**config.mk**
```make
export PLATFORM = sky130hd
export DESIGN_NAME = cla_issue_arbiter
export DESIGN_NICKNAME = d
export VERILOG_FILES = /design/src/rtl/cla_issue_arbiter.sv
export SDC_FILE = /design/constraint.sdc
export NUM_CORES = 1
export LEC_CHECK = 0
export BUFFER_PORTS_ARGS = -buffer_cell sky130_fd_sc_hd__buf_2
export CAP_MARGIN = 10
export CORE_AREA = 5 5 156 158
export CTS_CLUSTER_SIZE = 8
export DETAILED_ROUTE_END_ITERATION = 10
export DIE_AREA = 0 0 161 163
export HOLD_SLACK_MARGIN = 0.12
export PLACE_DENSITY = 0.57
export SETUP_SLACK_MARGIN = 0.4
export SLEW_MARGIN = 20
export SYNTH_ARGS = -nofsm -noshare
export SYNTH_HDL_FRONTEND = slang
export SYNTH_SLANG_ARGS = --single-unit
```
**constraint.sdc**
```tcl
create_clock -name clk -period 4.2 [get_ports clk]
set_input_delay 0.21 -clock clk [delete_from_list [all_inputs] [get_ports clk]]
set_output_delay 0.21 -clock clk [all_outputs]
set_load 0.01 [all_outputs]
```
**src/rtl/cla_issue_arbiter.sv**
```systemverilog
// Round-robin issue of NUM_REQ slots onto one shared pipelined CLA adder, with a tag pipe for responses.
// Optional macro ADD_SUB_EN adds a per-slot subtract request (req_sub).
module cla_issue_arbiter #(
  parameter int unsigned NUM_REQ = 4,
  parameter int unsigned WIDTH   = 32,
  parameter int unsigned LAT     = 4,
  parameter int unsigned IDW     = 2
) (
  input  logic                     clk,
  input  logic                     rst_n,
  input  logic                     issue_en,
  input  logic [NUM_REQ-1:0]       req_valid,
  input  logic [NUM_REQ*WIDTH-1:0] req_a,
  input  logic [NUM_REQ*WIDTH-1:0] req_b,
  input  logic [NUM_REQ-1:0]       req_cin,
`ifdef ADD_SUB_EN
  input  logic [NUM_REQ-1:0]       req_sub,
`endif
  output logic [NUM_REQ-1:0]       req_ready,
  output logic [WIDTH-1:0]         add_a,
  output logic [WIDTH-1:0]         add_b,
  output logic                     add_cin,
  input  logic [WIDTH-1:0]         add_sum,
  input  logic                     add_cout,
  output logic                     rsp_valid,
  output logic [IDW-1:0]           rsp_id,
  output logic [WIDTH-1:0]         rsp_sum,
  output logic                     rsp_cout,
  output logic                     busy
);

  typedef struct packed {
    logic           vld;
    logic [IDW-1:0] id;
  } tag_t;

  logic [IDW-1:0]   rr_ptr;
  logic [IDW-1:0]   idx;
  logic [IDW-1:0]   gnt_id;
  logic             gnt_vld;
  logic [WIDTH-1:0] nxt_b;
  logic             nxt_cin;
  logic [WIDTH-1:0] slot_a [NUM_REQ];
  logic [WIDTH-1:0] slot_b [NUM_REQ];
  tag_t             tag_q  [LAT];
  logic [LAT-1:0]   vld_vec;

  for (genvar i = 0; i < NUM_REQ; i++) begin : g_unpack
    assign slot_a[i] = req_a[i*WIDTH +: WIDTH];
    assign slot_b[i] = req_b[i*WIDTH +: WIDTH];
  end

  // Round-robin search starting at rr_ptr, wrapping modulo NUM_REQ
  always_comb begin
    gnt_vld   = 1'b0;
    gnt_id    = '0;
    idx       = '0;
    req_ready = '0;
    if (issue_en && rst_n) begin
      for (int unsigned k = 0; k < NUM_REQ; k++) begin
        idx = IDW'((32'(rr_ptr) + k) % NUM_REQ);
        if (!gnt_vld && req_valid[idx]) begin
          gnt_vld = 1'b1;
          gnt_id  = idx;
        end
      end
    end
    if (gnt_vld) req_ready[gnt_id] = 1'b1;
  end

  // Operand B / carry-in as presented to the adder
  always_comb begin
    nxt_b   = slot_b[gnt_id];
    nxt_cin = req_cin[gnt_id];
`ifdef ADD_SUB_EN
    if (req_sub[gnt_id]) begin
      nxt_b   = ~slot_b[gnt_id];
      nxt_cin = 1'b1;
    end
`endif
  end

  always_ff @(posedge clk) begin
    if (!rst_n) begin
      rr_ptr   <= '0;
      add_a    <= '0;
      add_b    <= '0;
      add_cin  <= 1'b0;
      tag_q[0] <= '0;
    end else begin
      tag_q[0].vld <= gnt_vld;
      tag_q[0].id  <= gnt_vld ? gnt_id : '0;
      if (gnt_vld) begin
        rr_ptr  <= IDW'((32'(gnt_id) + 32'd1) % NUM_REQ);
        add_a   <= slot_a[gnt_id];
        add_b   <= nxt_b;
        add_cin <= nxt_cin;
      end
    end
  end

  // Tag pipe tracks the adder latency and never stalls
  for (genvar k = 1; k < LAT; k++) begin : g_tag
    always_ff @(posedge clk) begin
      if (!rst_n) tag_q[k] <= '0;
      else        tag_q[k] <= tag_q[k-1];
    end
  end

  for (genvar k = 0; k < LAT; k++) begin : g_vld
    assign vld_vec[k] = tag_q[k].vld;
  end

  assign busy      = |vld_vec;
  assign rsp_valid = tag_q[LAT-1].vld;
  assign rsp_id    = tag_q[LAT-1].id;
  assign rsp_sum   = add_sum;
  assign rsp_cout  = add_cout;

endmodule
```
==> flow_summary.ini, run 1 <==
[synth]
synthesis.nets = 747
synth_top_area_frac = 0.324
syn_avg_cell_area_um2 = 10.9
synth.distinct_cells = 36
synth.area.top_cells = dfxtp_1 32%, mux2i_1 27%, a2bb2oi_2 13%
syn_inst = 447
ys_warn_count = 0
netlist.top_cell.by_area = dfxtp_1
synth.cell_area_mm2 = 0.00488
synth_seq_area_share = 0.324
synth_seq_cells = 79

[cells_and_area]
drive_above_1_share = 0.544
regArea_mm2 = 0.00158
layout.nets = 1060
nFillCells = 2431
n_antenna_cell = 0
multi_input_area_mm2 = 0.00273
syn_to_final_growth_pct = 44.7

[power_and_ir_drop]
p_leak_nw = 3.69
irDropWorstVdd_uv = 174
power_density_mw_per_mm2 = 348

[global_route]
grt-ovfl-total = 0
grtUsageTotal = 0.120
antenna_found_initial = 0
grt_pass1_wl_um = 25100
grt_pass1_vias = 4781
grt_max_degree = 69

[critical_path]
cp_num_buf_inv = 2
critical_path.cell_chain = nand2_1 > a311oi_1 > or3_4 > inv_2 > nor3_1 > buf_2
path_class = reg -> out
startpoint = rr_ptr[1]$_SDFFE_PN0P_
crit_fanout = 68
endpoint_kind = primary output
arrival_ns = 2.61
crit_path_start_kind = register
required_ns = 3.99
cp_top_family = simple AND/OR/NAND/NOR gates
cp_slowest_cell = or3_4
r2r-start = rr_ptr[1]$_SDFFE_PN0P_
critical-path-max-stage-delay_ns = 0.76

[clock_network]
clock_path_buffers = 2
cts_root_buf = clkbuf_16
clock_sinks = 79
postCtsSetupBuffers = 0
clk_latency_ns = 0.34
numCtsBuffers = 9
htree_levels = 3
clk_pin_slew_ns = 0.07
cts_tree = done

[die]
die_w_um = 161
fp.dieH_um = 163
dieArea_mm2 = 0.0262
rows = 56
boundaryPins = 406
core_area_mm2 = 0.0230
initial_core_util = 0.212

[route]
vias = 4496
drt_iter0_markers = 111
totalWireLength_um = 16500
drtPass1Iterations = 4
antenna_left = 0
wire_per_inst_um = 15.6
vias_per_cell = 4.26
drc = 0

[sta]
slew_violations = 0
fin_crit_sh = 0.672
final_hold_viol_count = 0
finClkSkew_ns = 0.0100
worst_pin_slew_ns = 0.910
period_needed_ns = 2.82
rsz0062_at_grt = no
fmax_mhz = 354
maxSlewHeadroom = 0.393
finalSetupViolCount = 0
tns_ns = 0
timing.final.ws_setup_ns = 1.38

[hold_path]
hp-start = req_a[101]
worstHoldPathType = in -> reg

[placed_design]
portBuffers = 339
pre_cts_slack_ns = 1.71
gp_congestion = 0.766
dp_hpwl_um = 13000

[run_status]
outcome = completed

[run]
drv_cap = 0
## flip-flops by register name, indices dropped and copies added, names as in the netlist
signal and count:
add_a 32, rr_ptr 2, add_cin 1, tag_q 12, add_b 32
## per-stage QoR
step	instances	instance area, um2	power, mW	util	hold slack (ns)
finish	1055	7060	2.46	0.307	0.139
floorplan	447	4880	1.36	-	0.383
global placement	1011	6430	1.56	0.280	0.415
global route	1055	7060	2.60	0.307	0.130
CTS	1055	7060	2.51	0.307	0.120
detailed placement	1012	6460	1.57	0.281	0.418
## kinds of logic (layout without fill, tap and decap cells)
logic type      after synthesis  after routing  synth area share
simple gates                 35             35            0.0413
compound gates              129            129             0.243
flops                        79             79             0.324
mux                         131            131             0.269
buf+inv                      73            391             0.123
## final cells by class
type	instances	share of cell area
repair buffers	372	0.290
multi-input cells	295	0.387
flip-flops and latches	79	0.224
clock inverters	6	0.0129
well taps	290	0.0514
inverters	3	0.00159
clock buffers	10	0.0338
## worst register-to-register path, cell delays in order (launching register included)
cell	delay (ns)
dfxtp_1	0.36
or3b_1	0.43
o221ai_4	0.11
buf_4	0.72
mux2i_1	0.30
dlygate4sd3_1	0.56
o21ai_1	0.05
## cell usage after synthesis
library cell,count
o31a_1,1
or3b_1,1
nand2_2,1
o21ai_2,5
clkbuf_4,2
a21boi_0,1
inv_1,1
nor2_1,1
a21oi_1,1
a2bb2oi_1,15
o21ai_1,45
nand2b_1,1
buf_12,4
or4_4,1
inv_2,2
buf_6,9
a2bb2oi_2,41
a311oi_1,1
dfxtp_1,79
buf_2,5
mux2i_1,131
buf_8,2
or4_1,1
and2_1,11
or3_4,1
buf_1,1
nor3_2,1
o221ai_1,10
nor2b_1,1
nor3_1,2
nor2_2,1
nand2_1,12
a21boi_2,1
clkbuf_1,5
o21ai_0,8
buf_4,42
## worst paths after layout
path | end | slack (ns) | cells past startpoint
max | req_ready[0] | 1.38 | 6
min | add_a[5]$_SDFFE_PN0P_ | 0.14 | 3
min reg2reg | tag_q[3][1]$_SDFF_PN0_ | 0.43 | 1
max reg2reg | add_b[13]$_SDFFE_PN0P_ | 1.54 | 6
## repair_timing
item / in CTS / in global routing
hold buffers: 27 / 0
gates resized for setup: 0 / 0
endpoints found under the hold margin: 17 / 0
## where the power goes
part | leakage [nW] | switching [mW] | total, mW | internal (mW)
logic | 2.87 | 0.323 | 0.700 | 0.377
registers | 0.650 | 0.0473 | 0.871 | 0.824
clock network | 0.163 | 0.345 | 0.886 | 0.542
total | 3.69 | 0.715 | 2.46 | 1.74
## layer usage
| layer | track usage | wire length (um) | up-vias |
|---|---|---|---|
| li1 | - | - | 2269 |
| met1 | 0.130 | 6310 | 1964 |
| met2 | 0.217 | 8380 | 247 |
| met3 | 0.0456 | 1590 | 16 |
| met4 | 0.0364 | 201 | 0 |
| met5 | 0 | 0 | - |
## placed cells by master (no fill, tap or decap), types with 2 or more instances in the layout
cell,netlist,final
o221ai_1,10,9
a2bb2oi_1,15,15
and2_1,11,11
bufinv_16,0,2
mux2i_1,131,131
nand2_1,12,12
buf_2,5,339
dlygate4sd3_1,0,27
buf_4,42,4
o21ai_2,5,4
inv_6,0,2
inv_2,2,2
o21ai_1,45,45
clkbuf_16,0,9
o21ai_0,8,8
nor3_1,2,2
a2bb2oi_2,41,41
dfxtp_1,79,79
No activity file was read; power rests on OpenSTA's default activity.
==> run 2: changes to the inputs <==
--- a/config.mk
+++ b/config.mk
@@ -7,12 +7,12 @@
 export LEC_CHECK = 0
 export BUFFER_PORTS_ARGS = -buffer_cell sky130_fd_sc_hd__buf_2
 export CAP_MARGIN = 10
-export CORE_AREA = 5 5 156 158
+export CORE_AREA = 5 5 157 159
 export CTS_CLUSTER_SIZE = 8
 export DETAILED_ROUTE_END_ITERATION = 10
-export DIE_AREA = 0 0 161 163
+export DIE_AREA = 0 0 162 164
 export HOLD_SLACK_MARGIN = 0.12
-export PLACE_DENSITY = 0.57
+export PLACE_DENSITY = 0.56
 export SETUP_SLACK_MARGIN = 0.4
 export SLEW_MARGIN = 20
 export SYNTH_ARGS = -nofsm -noshare
==> constraint.sdc (replaced) <==
create_clock -name clk -period 2.8 [get_ports clk]
set_input_delay 0.14 -clock clk [delete_from_list [all_inputs] [get_ports clk]]
set_output_delay 0.14 -clock clk [all_outputs]
set_load 0.01 [all_outputs]
==> flow_summary.ini, run 2 (same netlist as run 1, synthesis figures left out) <==
[critical_path]
r2r-start = rr_ptr[1]$_SDFFE_PN0P_
crit_fanout = 13
required_ns = 3.01
startpoint = rr_ptr[1]$_SDFFE_PN0P_
arrival_ns = 2.51
endpoint_kind = register
crit_path_start_kind = register
path_class = reg -> reg

[route]
antenna_left = 0
totalWireLength_um = 19800
drc = 0
wire_per_inst_um = 16.8
drt_iter0_markers = 188
vias_per_cell = 4.40
vias = 5163
drtPass1Iterations = 4

[global_route]
grt_pass1_wl_um = 28800
grt_pass1_vias = 5544
antenna_found_initial = 1
grt_max_degree = 67
grt_use_met3 = 0.0482
globalRoute.busiestLayer = met2
grtUsageTotal = 0.137
grt-ovfl-total = 0
use_met2 = 0.237
grtUsageMet1 = 0.144

[cells_and_area]
nFillCells = 2308
layout.nets = 1178
final_cell_mix = 339 x buf_2, 135 x dlygate4sd3_1, 131 x mux2i_1
syn_to_final_growth_pct = 68.9
mostFrequentLayoutCell = buf_2
drive_above_1_share = 0.482
n_antenna_cell = 0
top_regs = add_a x32, add_b x32, tag_q x12

[clock_network]
clock_path_buffers = 2
cts_root_buf = clkbuf_16
clock_sinks = 79
clk_pin_slew_ns = 0.07
cts_tree = done
numCtsBuffers = 9
htree_levels = 3
clk_latency_ns = 0.34

[run]
drv_cap = 0

[placed_design]
pre_cts_slack_ns = 0.641
gp_congestion = 0.850
dp_hpwl_um = 13600
portBuffers = 339

[power_and_ir_drop]
p_leak_nw = 4.19
power_density_mw_per_mm2 = 455
irDropWorstVdd_uv = 201

[die]
die_w_um = 162
rows = 56
initial_core_util = 0.211
boundaryPins = 406
core_area_mm2 = 0.0231
fp.dieH_um = 164
dieArea_mm2 = 0.0266

[sta]
final_hold_viol_count = 0
worst_pin_slew_ns = 0.558
maxSlewHeadroom = 0.618
period_needed_ns = 2.30
finalSetupViolCount = 0
tns_ns = 0
rsz0062_at_grt = no
finClkSkew_ns = 0.0120
fmax_mhz = 435
slew_violations = 0
timing.final.ws_setup_ns = 0.499
fin_crit_sh = 0.822
whs_ns = 0.130

[run_status]
outcome = completed

[hold_path]
worstHoldPathType = in -> reg
hp-start = req_a[81]
-- run 2: changes by cell type in the layout (fill, tap and decap cells not counted), moves of 2 or more --
cell and change:
clkbuf_16 +2, buf_4 +4, bufinv_16 -2, buf_12 +4
dlygate4sd3_1 +108
-- run 2: final timing paths --
path | slack, ns | end | cells after the start
worst max register to register | 0.50 | add_a[18]$_SDFFE_PN0P_ | 7
worst min-delay path | 0.13 | add_a[17]$_SDFFE_PN0P_ | 3
worst min register to register | 0.43 | tag_q[2][1]$_SDFF_PN0_ | 1
worst max-delay path | 0.50 | add_a[18]$_SDFFE_PN0P_ | 7
-- run 2: per-stage QoR --
| step | instances | cell area [um2] | power [mW] | utilization |
|---|---|---|---|---|
| after floorplan | 447 | 4880 | 2.03 | - |
| after global placement | 1018 | 6550 | 2.38 | 0.283 |
| after detailed placement | 1018 | 6550 | 2.39 | 0.283 |
| after CTS | 1169 | 8190 | 3.80 | 0.354 |
| after global routing | 1173 | 8240 | 3.98 | 0.356 |
| final | 1173 | 8240 | 3.75 | 0.356 |
-- run 2: cell type report --
class	count	area, um2	share of cell area
Timing Repair Buffer	490	3270	0.397
Multi-Input combinational cell	295	2730	0.331
Sequential cell	79	1580	0.192
Tap cell	290	363	0.0440
Clock buffer	9	225	0.0273
Clock inverter	7	62.6	0.00759
Inverter	3	11.3	0.00137
-- run 2: power breakdown --
part / total [mW] / switching [mW] / internal (mW)
combinational: 1.28 / 0.546 / 0.732
sequential: 1.31 / 0.0729 / 1.24
clock: 1.17 / 0.546 / 0.621
total: 3.75 / 1.16 / 2.59
-- run 2: metal layers --
layer | vias up | wire [um]
li1 | 2505 | -
met1 | 2329 | 7450
met2 | 268 | 9610
met3 | 59 | 1660
met4 | 2 | 1030
met5 | - | 13
-- run 2: critical path, stage by stage, from the launching register on --
cell           delay [ns]
dfxtp_1              0.36
or3b_1               0.43
o221ai_4             0.13
buf_12               0.21
buf_4                0.19
mux2i_1              0.21
dlygate4sd3_1        0.57
o21ai_1              0.05
-- run 2: what timing repair did --
item                                    in CTS  in global routing
endpoints found under the setup margin       0                 23
resized for setup                            0                  1
hold buffers                               135                  0
hold endpoints to repair                    66                  0
buffers inserted                             0                  2
